===== config.mk =====
export PLATFORM = sky130hd
export DESIGN_NAME = divider_constant_time
export DESIGN_NICKNAME = d
export VERILOG_FILES = /design/src/rtl/divider_constant_time.sv
export SDC_FILE = /design/constraint.sdc
export NUM_CORES = 1
export LEC_CHECK = 0
export BUFFER_PORTS_ARGS = -buffer_cell sky130_fd_sc_hd__buf_2
export CAP_MARGIN = 20
export CORE_ASPECT_RATIO = 1.2
export CORE_MARGIN = 2
export CORE_UTILIZATION = 45
export CTS_CLUSTER_DIAMETER = 200
export DETAILED_ROUTE_END_ITERATION = 8
export GPL_ROUTABILITY_DRIVEN = 1
export PLACE_DENSITY_LB_ADDON = 0.3
export SYNTH_ARGS = -nofsm -noshare
export SYNTH_HDL_FRONTEND = slang
export SYNTH_SLANG_ARGS = --single-unit

===== constraint.sdc =====
create_clock -name clk -period 5 [get_ports clk]
set_input_delay 1 -clock clk [delete_from_list [all_inputs] [get_ports clk]]
set_output_delay 1 -clock clk [all_outputs]
set_load 0.005 [all_outputs]

===== src/rtl/divider_constant_time.sv =====
// Restoring divider: exactly one subtract-and-select step per RUN cycle.
// Every operation takes the same number of cycles, whatever the operands are.
module divider_constant_time #(
  parameter int WIDTH = 4
) (
  input  logic             clk,
  input  logic             rst,
  input  logic             start,
  input  logic [WIDTH-1:0] dividend,
  input  logic [WIDTH-1:0] divisor,
  output logic [WIDTH-1:0] quotient,
  output logic [WIDTH-1:0] remainder,
  output logic             quotientDone,
  output logic             divByZero,
  output logic             busy,
  output logic [1:0]       state_dbg
);

  localparam int CW = (WIDTH > 2) ? $clog2(WIDTH) : 1;

  typedef enum logic [1:0] {
    S_IDLE = 2'd0,
    S_RUN  = 2'd1,
    S_DONE = 2'd2
  } state_t;

  state_t           state;
  logic [WIDTH-1:0] work;     // dividend bits shift out at the top, quotient bits shift in at the bottom
  logic [WIDTH-1:0] dvs_r;
  logic [WIDTH:0]   rem_r;
  logic [CW-1:0]    count;
  logic [WIDTH+1:0] shifted;
  logic [WIDTH+1:0] trial;

  // Subtraction is always evaluated; the sign bit only drives the select.
  always_comb begin
    shifted = {rem_r, work[WIDTH-1]};
    trial   = shifted - {2'b00, dvs_r};
  end

  assign state_dbg = state;

  always_ff @(posedge clk) begin
    if (rst) begin
      state        <= S_IDLE;
      work         <= '0;
      dvs_r        <= '0;
      rem_r        <= '0;
      count        <= '0;
      quotient     <= '0;
      remainder    <= '0;
      quotientDone <= 1'b0;
      divByZero    <= 1'b0;
      busy         <= 1'b0;
    end else begin
      quotientDone <= 1'b0;
      case (state)
        S_IDLE: begin
          if (start) begin
            work  <= dividend;
            dvs_r <= divisor;
            rem_r <= '0;
            count <= CW'(WIDTH - 1);
            busy  <= 1'b1;
            state <= S_RUN;
          end
        end
        S_RUN: begin
          rem_r <= trial[WIDTH+1] ? shifted[WIDTH:0] : trial[WIDTH:0];
          work  <= {work[WIDTH-2:0], ~trial[WIDTH+1]};
          count <= count - 1'b1;
          if (count == '0) state <= S_DONE;
        end
        S_DONE: begin
          quotient     <= work;
          remainder    <= rem_r[WIDTH-1:0];
          divByZero    <= (dvs_r == '0);
          quotientDone <= 1'b1;
          busy         <= 1'b0;
          state        <= S_IDLE;
        end
        default: state <= S_IDLE;
      endcase
    end
  end

endmodule


==> flow_metrics.tcl, run 1 <==
set metrics [dict create \
    worst_ep_required_time_ps 5260 \
    slowest_stage "fa_1" \
    worst-path-buf-inv 2 \
    dr.pass1.iters 4 \
    synth_seq_cells 28 \
    hpwl_um 2020 \
    netlist_instances 161 \
    drt-total-wl_um 2640 \
    grt_pass1_wl_um 4400 \
    grt_max_degree 27 \
    netlist_area_mm2 0.00134 \
    path_delay_family "compound AO/OA/AOI/OAI gates" \
    wl_per_cell_um 12.4 \
    fin_skew_ps 2.45 \
    tightest_slew_ps 555 \
    max_stage_delay_ps 400 \
    top_level_ports 24 \
    ys_seq_area_frac 0.419 \
    grtUsageTotal 0.171 \
    clkPwrFrac 0.205 \
    hold_buffers 0 \
    grt_pass1_vias 1085 \
    p_sw_frac 0.287 \
    h-tree-depth 1 \
    avgSynthCellArea_um2 8.30 \
    synth-edff-count 0 \
    io_buffers 23 \
    grt_antenna_before_repair 0 \
    synth-main-ff-cell "dfxtp_1" \
    gr-total-overflow 0 \
    drc 0 \
    post-cts-setup-buffer-count 0 \
    end_kind "register" \
    status "finished, final reports clean" \
    rsz0062_at_grt "no" \
    synth.most_common_cell "nand2_1" \
    drtAntennaViolNets 0 \
    combPwrFrac 0.228 \
    clock_sinks 28 \
    cts_tree "done" \
    yosys.area.top_type "dfxtp_1" \
    drive_above_1_share 0.184 \
    vias_per_cell 5.35 \
    power_density_mw_per_mm2 293 \
    clkTransAtPathRegs_ps 140 \
    setup_viol_count_final 0 \
    worstSetupStartpointType "register" \
    fillers 272 \
    fmax_mhz 511 \
    hp-class "reg2reg" \
    slew_headroom 0.630 \
    syn_nets 178 \
    worstPathMaxFanout 3 \
    crit_top_cell "inv_1" \
    yosys-top-cells-area "dfxtp_1 42%, nand2_1 8.4%, nor2_1 6.5%" \
    synth.distinct_cells 35 \
    design_area_mm2 0.00148 \
    post_dp_cell_area_mm2 0.00146 \
    fin_cells 213 \
    vdd_ir_drop_max_uv 130 \
    multi_input_area_um2 713 \
    fp-row-count 21 \
    p_int_uw 310 \
    cts_resized 0 \
    fin_crit_ps 1960 \
    core_area_mm2 0.00281 \
    initial_core_util 0.475 \
    clk_latency_ps 320 \
    ys_warn_count 0 \
    cts_buffers 3 \
    maxCapViolCount 0 \
    switchingPower_uw 125 \
    synth-async-reset-ratio 0 \
    setup_tns_ps 0 \
    cts_buffer_depth 2 \
    fin_util 0.528 \
    path_class "reg2reg" \
    vias 1140 \
    regArea_um2 561 \
    die_area_mm2 0.00342 \
    period_share 0.392 \
    p_seq_frac 0.567 \
    power_leakage_nw 0.603 \
    total_power_uw 435 \
    area_growth_pct 11.0 \
    arrival_ps 2220 \
    yosysTopAreaCellShare 0.419 \
    die_w_um 53.7 \
    yosys-top-cells-count "30 x nand2_1, 28 x dfxtp_1, 23 x nor2_1, 17 x a21oi_1, 8 x inv_1" \
    path_cells "inv_1, ha_1, inv_1, fa_1, a21o_2, a21oi_1, o2111ai_1, xor2_1, o21ai_1" \
    drt_iter0_drc 25 \
    num-nets-final 198 \
    dp.cells 210 \
    diodes 0 \
    fp.dieH_um 63.7 \
    root_buffer "clkbuf_4" \
    gp_congestion 0.846 \
    drv_slew 0 \
    finalHoldViolations 0 \
]
-- per-stage QoR --
| stage | hold slack (ps) | worst slack, ps |
|---|---|---|
| floorplan | 437 | 3250 |
| global placement | 440 | 3050 |
| detailed placement | 445 | 3010 |
| CTS | 464 | 3060 |
| global route | 477 | 2960 |
| finish | 460 | 3040 |
-- metal layers --
layer | up-vias | GRT usage | wire (µm) | part of all wire
li1 | 587 | - | - | -
met1 | 532 | 0.183 | 1180 | 0.45
met2 | 17 | 0.313 | 1350 | 0.51
met3 | 4 | 0.0142 | 58 | 0.022
met4 | 0 | 0.0865 | 50 | 0.019
met5 | - | 0 | 0 | 0
-- power groups by stage --
stage / sequential (mW) / clock, mW / combinational (mW)
2_1_floorplan: 0.248 / 0 / 0.0806
3_3_place_gp: 0.251 / 0 / 0.0963
3_5_place_dp: 0.251 / 0 / 0.0993
4_1_cts: 0.246 / 0.0928 / 0.0996
5_1_grt: 0.249 / 0.0988 / 0.111
6_report: 0.247 / 0.0891 / 0.0993
-- sequential cells by signal (all words and copies together), names as in the netlist --
register      count
remainder         4
quotientDone      1
dvs_r             4
busy              1
rem_r             5
count             2
quotient          4
work              4
state_dbg         2
divByZero         1
-- final cells by class --
type | count | area share
Sequential cell | 28 | 0.378
Clock buffer | 3 | 0.0152
Multi-Input combinational cell | 117 | 0.481
Inverter | 8 | 0.0202
Timing Repair Buffer | 23 | 0.0776
Tap cell | 34 | 0.0287
-- worst reg2reg max path, cell delays in order (launching register included) --
cell and delay (ps):
dfxtp_1 360, inv_1 80, ha_1 180, inv_1 60, fa_1 400, a21o_2 220
a21oi_1 150, o2111ai_1 170, xor2_1 180, o21ai_1 120
-- cell usage in the layout, fill, tap and decap left out, drive strengths merged, types with 2 or more instances in the layout --
| cell | synthesis | routed |
|---|---|---|
| nand2b | 2 | 2 |
| nor2 | 24 | 24 |
| nand2 | 30 | 30 |
| xor2 | 2 | 2 |
| o2111ai | 2 | 2 |
| o21ai | 3 | 3 |
| mux2i | 4 | 4 |
| a311oi | 3 | 3 |
| nand3b | 2 | 2 |
| ha | 5 | 5 |
| clkbuf | 7 | 3 |
| nor2b | 3 | 3 |
| inv | 8 | 8 |
| buf | 1 | 23 |
| or2 | 3 | 3 |
| a32oi | 2 | 2 |
| a211oi | 2 | 2 |
| dfxtp | 28 | 28 |
| a21oi | 17 | 17 |
-- path summary, 6_finish.rpt --
kind                            slack (ps)                         to                      start  cells past startpoint
worst max-delay path                  3040      rem_r[4]$_SDFFE_PP0P_       work[3]$_SDFFE_PP0P_                      9
worst min-delay path                   460  remainder[0]$_SDFFE_PP0P_  remainder[0]$_SDFFE_PP0P_                      2
worst max register to register        3040      rem_r[4]$_SDFFE_PP0P_       work[3]$_SDFFE_PP0P_                      9
worst min register to register         460  remainder[0]$_SDFFE_PP0P_  remainder[0]$_SDFFE_PP0P_                      2
-- logic make-up (layout without fill, tap and decap cells) --
kind of cell    after synthesis  after routing  share of synthesized area
fa+ha+maj                     6              6                     0.0618
simple gates                 68             68                      0.227
buf+inv                      16             34                     0.0468
compound gates               37             37                      0.202
flops                        28             28                      0.419
xor+xnor                      2              2                     0.0131
mux                           4              4                     0.0300
No activity file was read; power rests on OpenSTA's default activity.
==> run 2: changes to the inputs <==
==> constraint.sdc (replaced) <==
create_clock -name clk -period 1.6 [get_ports clk]
set_input_delay 0.32 -clock clk [delete_from_list [all_inputs] [get_ports clk]]
set_output_delay 0.32 -clock clk [all_outputs]
set_load 0.005 [all_outputs]
==> run 2 against run 1 <==
The run now ends with negative setup slack left. Setup slack lost 3200 ps. First-iteration DRC count unchanged. Register-to-register slack worse by 3200 ps. Clock power rose to 4.0 times the previous value. Sequential share of layout area fell by 4.8 points. Cell count rose by 8.5%. Global-route usage increased by 2.4 points. Non-clock buffer count is 17 higher. Utilization is 8.7 points higher. Worst hold slack worse by 250 ps.
==> flow_metrics.tcl, run 2 (synthesis results as in run 1) <==
set metrics [dict create \
    status "complete, but fails checks" \
    violations "negative setup slack" \
    grt_pass1_wl_um 5030 \
    period_share 1.10 \
    top_level_ports 24 \
    layout_common_cells "30 x nand2_1, 23 x nor2_1, 23 x buf_2" \
    drtAntennaViolNets 0 \
    cts_tree "done" \
    die_w_um 53.7 \
    drt_iter0_drc 25 \
    setup_tns_ps -508 \
    power_density_mw_per_mm2 885 \
    hold_buffers 0 \
    diodes 0 \
    arrival_ps 2030 \
    grtUsageTotal 0.194 \
    slew_headroom 0.685 \
    area_growth_pct 29.3 \
    fin_skew_ps 3.78 \
    finalHoldViolations 0 \
    grt_max_degree 27 \
    top_register "rem_r" \
    tightest_slew_ps 472 \
    drt-total-wl_um 3090 \
    vias 1225 \
    fp-row-count 21 \
    path_cells "inv_2, ha_4, or2_4, o221a_4, o211ai_4, mux2i_1, a22o_1" \
    fp.dieH_um 63.7 \
    hpwl_um 2280 \
    clk_latency_ps 330 \
    cts_buffer_depth 2 \
    initial_core_util 0.475 \
    drv_slew 0 \
    vdd_ir_drop_max_uv 489 \
    die_area_mm2 0.00342 \
    vias_per_cell 5.30 \
    end_kind "register" \
    fin_cells 231 \
    core_area_mm2 0.00281 \
    setup_ws_ps -157 \
    worst_ep_required_time_ps 1870 \
    cts_buffers 3 \
    worstPathMaxFanout 4 \
    num-nets-final 215 \
    largest_reg_flops 5 \
    fillers 244 \
    final_common_cell "nand2_1" \
    clock_sinks 28 \
    max_stage_delay_ps 370 \
    worst-path-buf-inv 1 \
    clkTransAtPathRegs_ps 150 \
    drive_above_1_share 0.376 \
    dr.pass1.iters 4 \
    dp.cells 226 \
    path_delay_family "compound AO/OA/AOI/OAI gates" \
    hp-class "in2reg" \
    drc 0 \
    fin_crit_ps 1760 \
    rsz0062_at_grt "yes" \
    worstSetupStartpointType "register" \
    setup_viol_count_final 5 \
    h-tree-depth 1 \
    wl_per_cell_um 13.4 \
    path_class "reg2reg" \
    fmax_mhz 569 \
    io_buffers 23 \
    gr-total-overflow 0 \
    root_buffer "clkbuf_4" \
    grt_pass1_vias 1141 \
    gp_congestion 0.872 \
    grt_antenna_before_repair 0 \
    power_leakage_nw 0.710 \
    maxCapViolCount 0 \
    slowest_stage "dfxtp_2" \
]
-- run 2: cell count changes in the layout (fill, tap and decap cells not counted), moves of 3 or more --
cell and change:
ha_4 +3, ha_1 -4, dfxtp_1 -7, inv_1 -4, inv_2 +4, dfxtp_2 +7
buf_4 +17
-- run 2: worst paths after layout --
path / startpoint / endpoint / cells after the start / slack, ps
min: divisor[2] / dvs_r[2]$_SDFFE_PP0P_ / 3 / 210
min reg2reg: remainder[0]$_SDFFE_PP0P_ / remainder[0]$_SDFFE_PP0P_ / 2 / 460
max reg2reg: dvs_r[1]$_SDFFE_PP0P_ / rem_r[0]$_SDFFE_PP0P_ / 7 / -160
max: dvs_r[1]$_SDFFE_PP0P_ / rem_r[0]$_SDFFE_PP0P_ / 7 / -160
-- run 2: timing repair --
action	in CTS	in global routing
pin swaps	7	10
buffers inserted	1	1
gates resized for setup	12	7
setup endpoints to repair	6	6
-- run 2: worst min-delay path: cells and delay by family --
kind                   cells  cell delay [ps]
AOI/OAI and AO/OA          1               50
buffers and inverters      1               70
and+or+nand+nor            1               70
-- run 2: final cells by class --
cell class,instances,area [µm²],area share
Clock buffer,4,36.3,0.0210
Tap cell,34,42.5,0.0246
Multi-Input combinational cell,117,807,0.467
Inverter,8,30.0,0.0174
Sequential cell,28,569,0.329
Timing Repair Buffer,40,243,0.140
-- run 2: power breakdown --
| group | switching, mW | leakage (nW) | internal, mW |
|---|---|---|---|
| Combinational | 0.202 | 0.458 | 0.201 |
| Clock | 0.216 | 0.0210 | 0.139 |
| Sequential | 0.0328 | 0.231 | 0.739 |
| Total | 0.450 | 0.710 | 1.08 |
-- run 2: layer usage --
| layer | vias to the layer above | part of all wire | routed length [µm] | GRT usage |
|---|---|---|---|---|
| met5 | - | 0 | 0 | 0 |
| met4 | 0 | 0.018 | 57 | 0.0769 |
| met3 | 4 | 0.021 | 64 | 0.0142 |
| met2 | 21 | 0.51 | 1560 | 0.323 |
| met1 | 581 | 0.45 | 1400 | 0.251 |
| li1 | 619 | - | - | - |
-- run 2: metrics by stage --
stage          worst slack [ps]  area (µm²)  total power, mW   util  hold WS (ps)
2_1_floorplan             -81.5        1370             1.04      -           437
3_3_place_gp               -171        1610             1.14  0.573           441
3_5_place_dp               -226        1610             1.15  0.573           448
4_1_cts                    -177        1690             1.51  0.601           207
5_1_grt                    -290        1730             1.60  0.615           192
6_report                   -157        1730             1.53  0.615           206
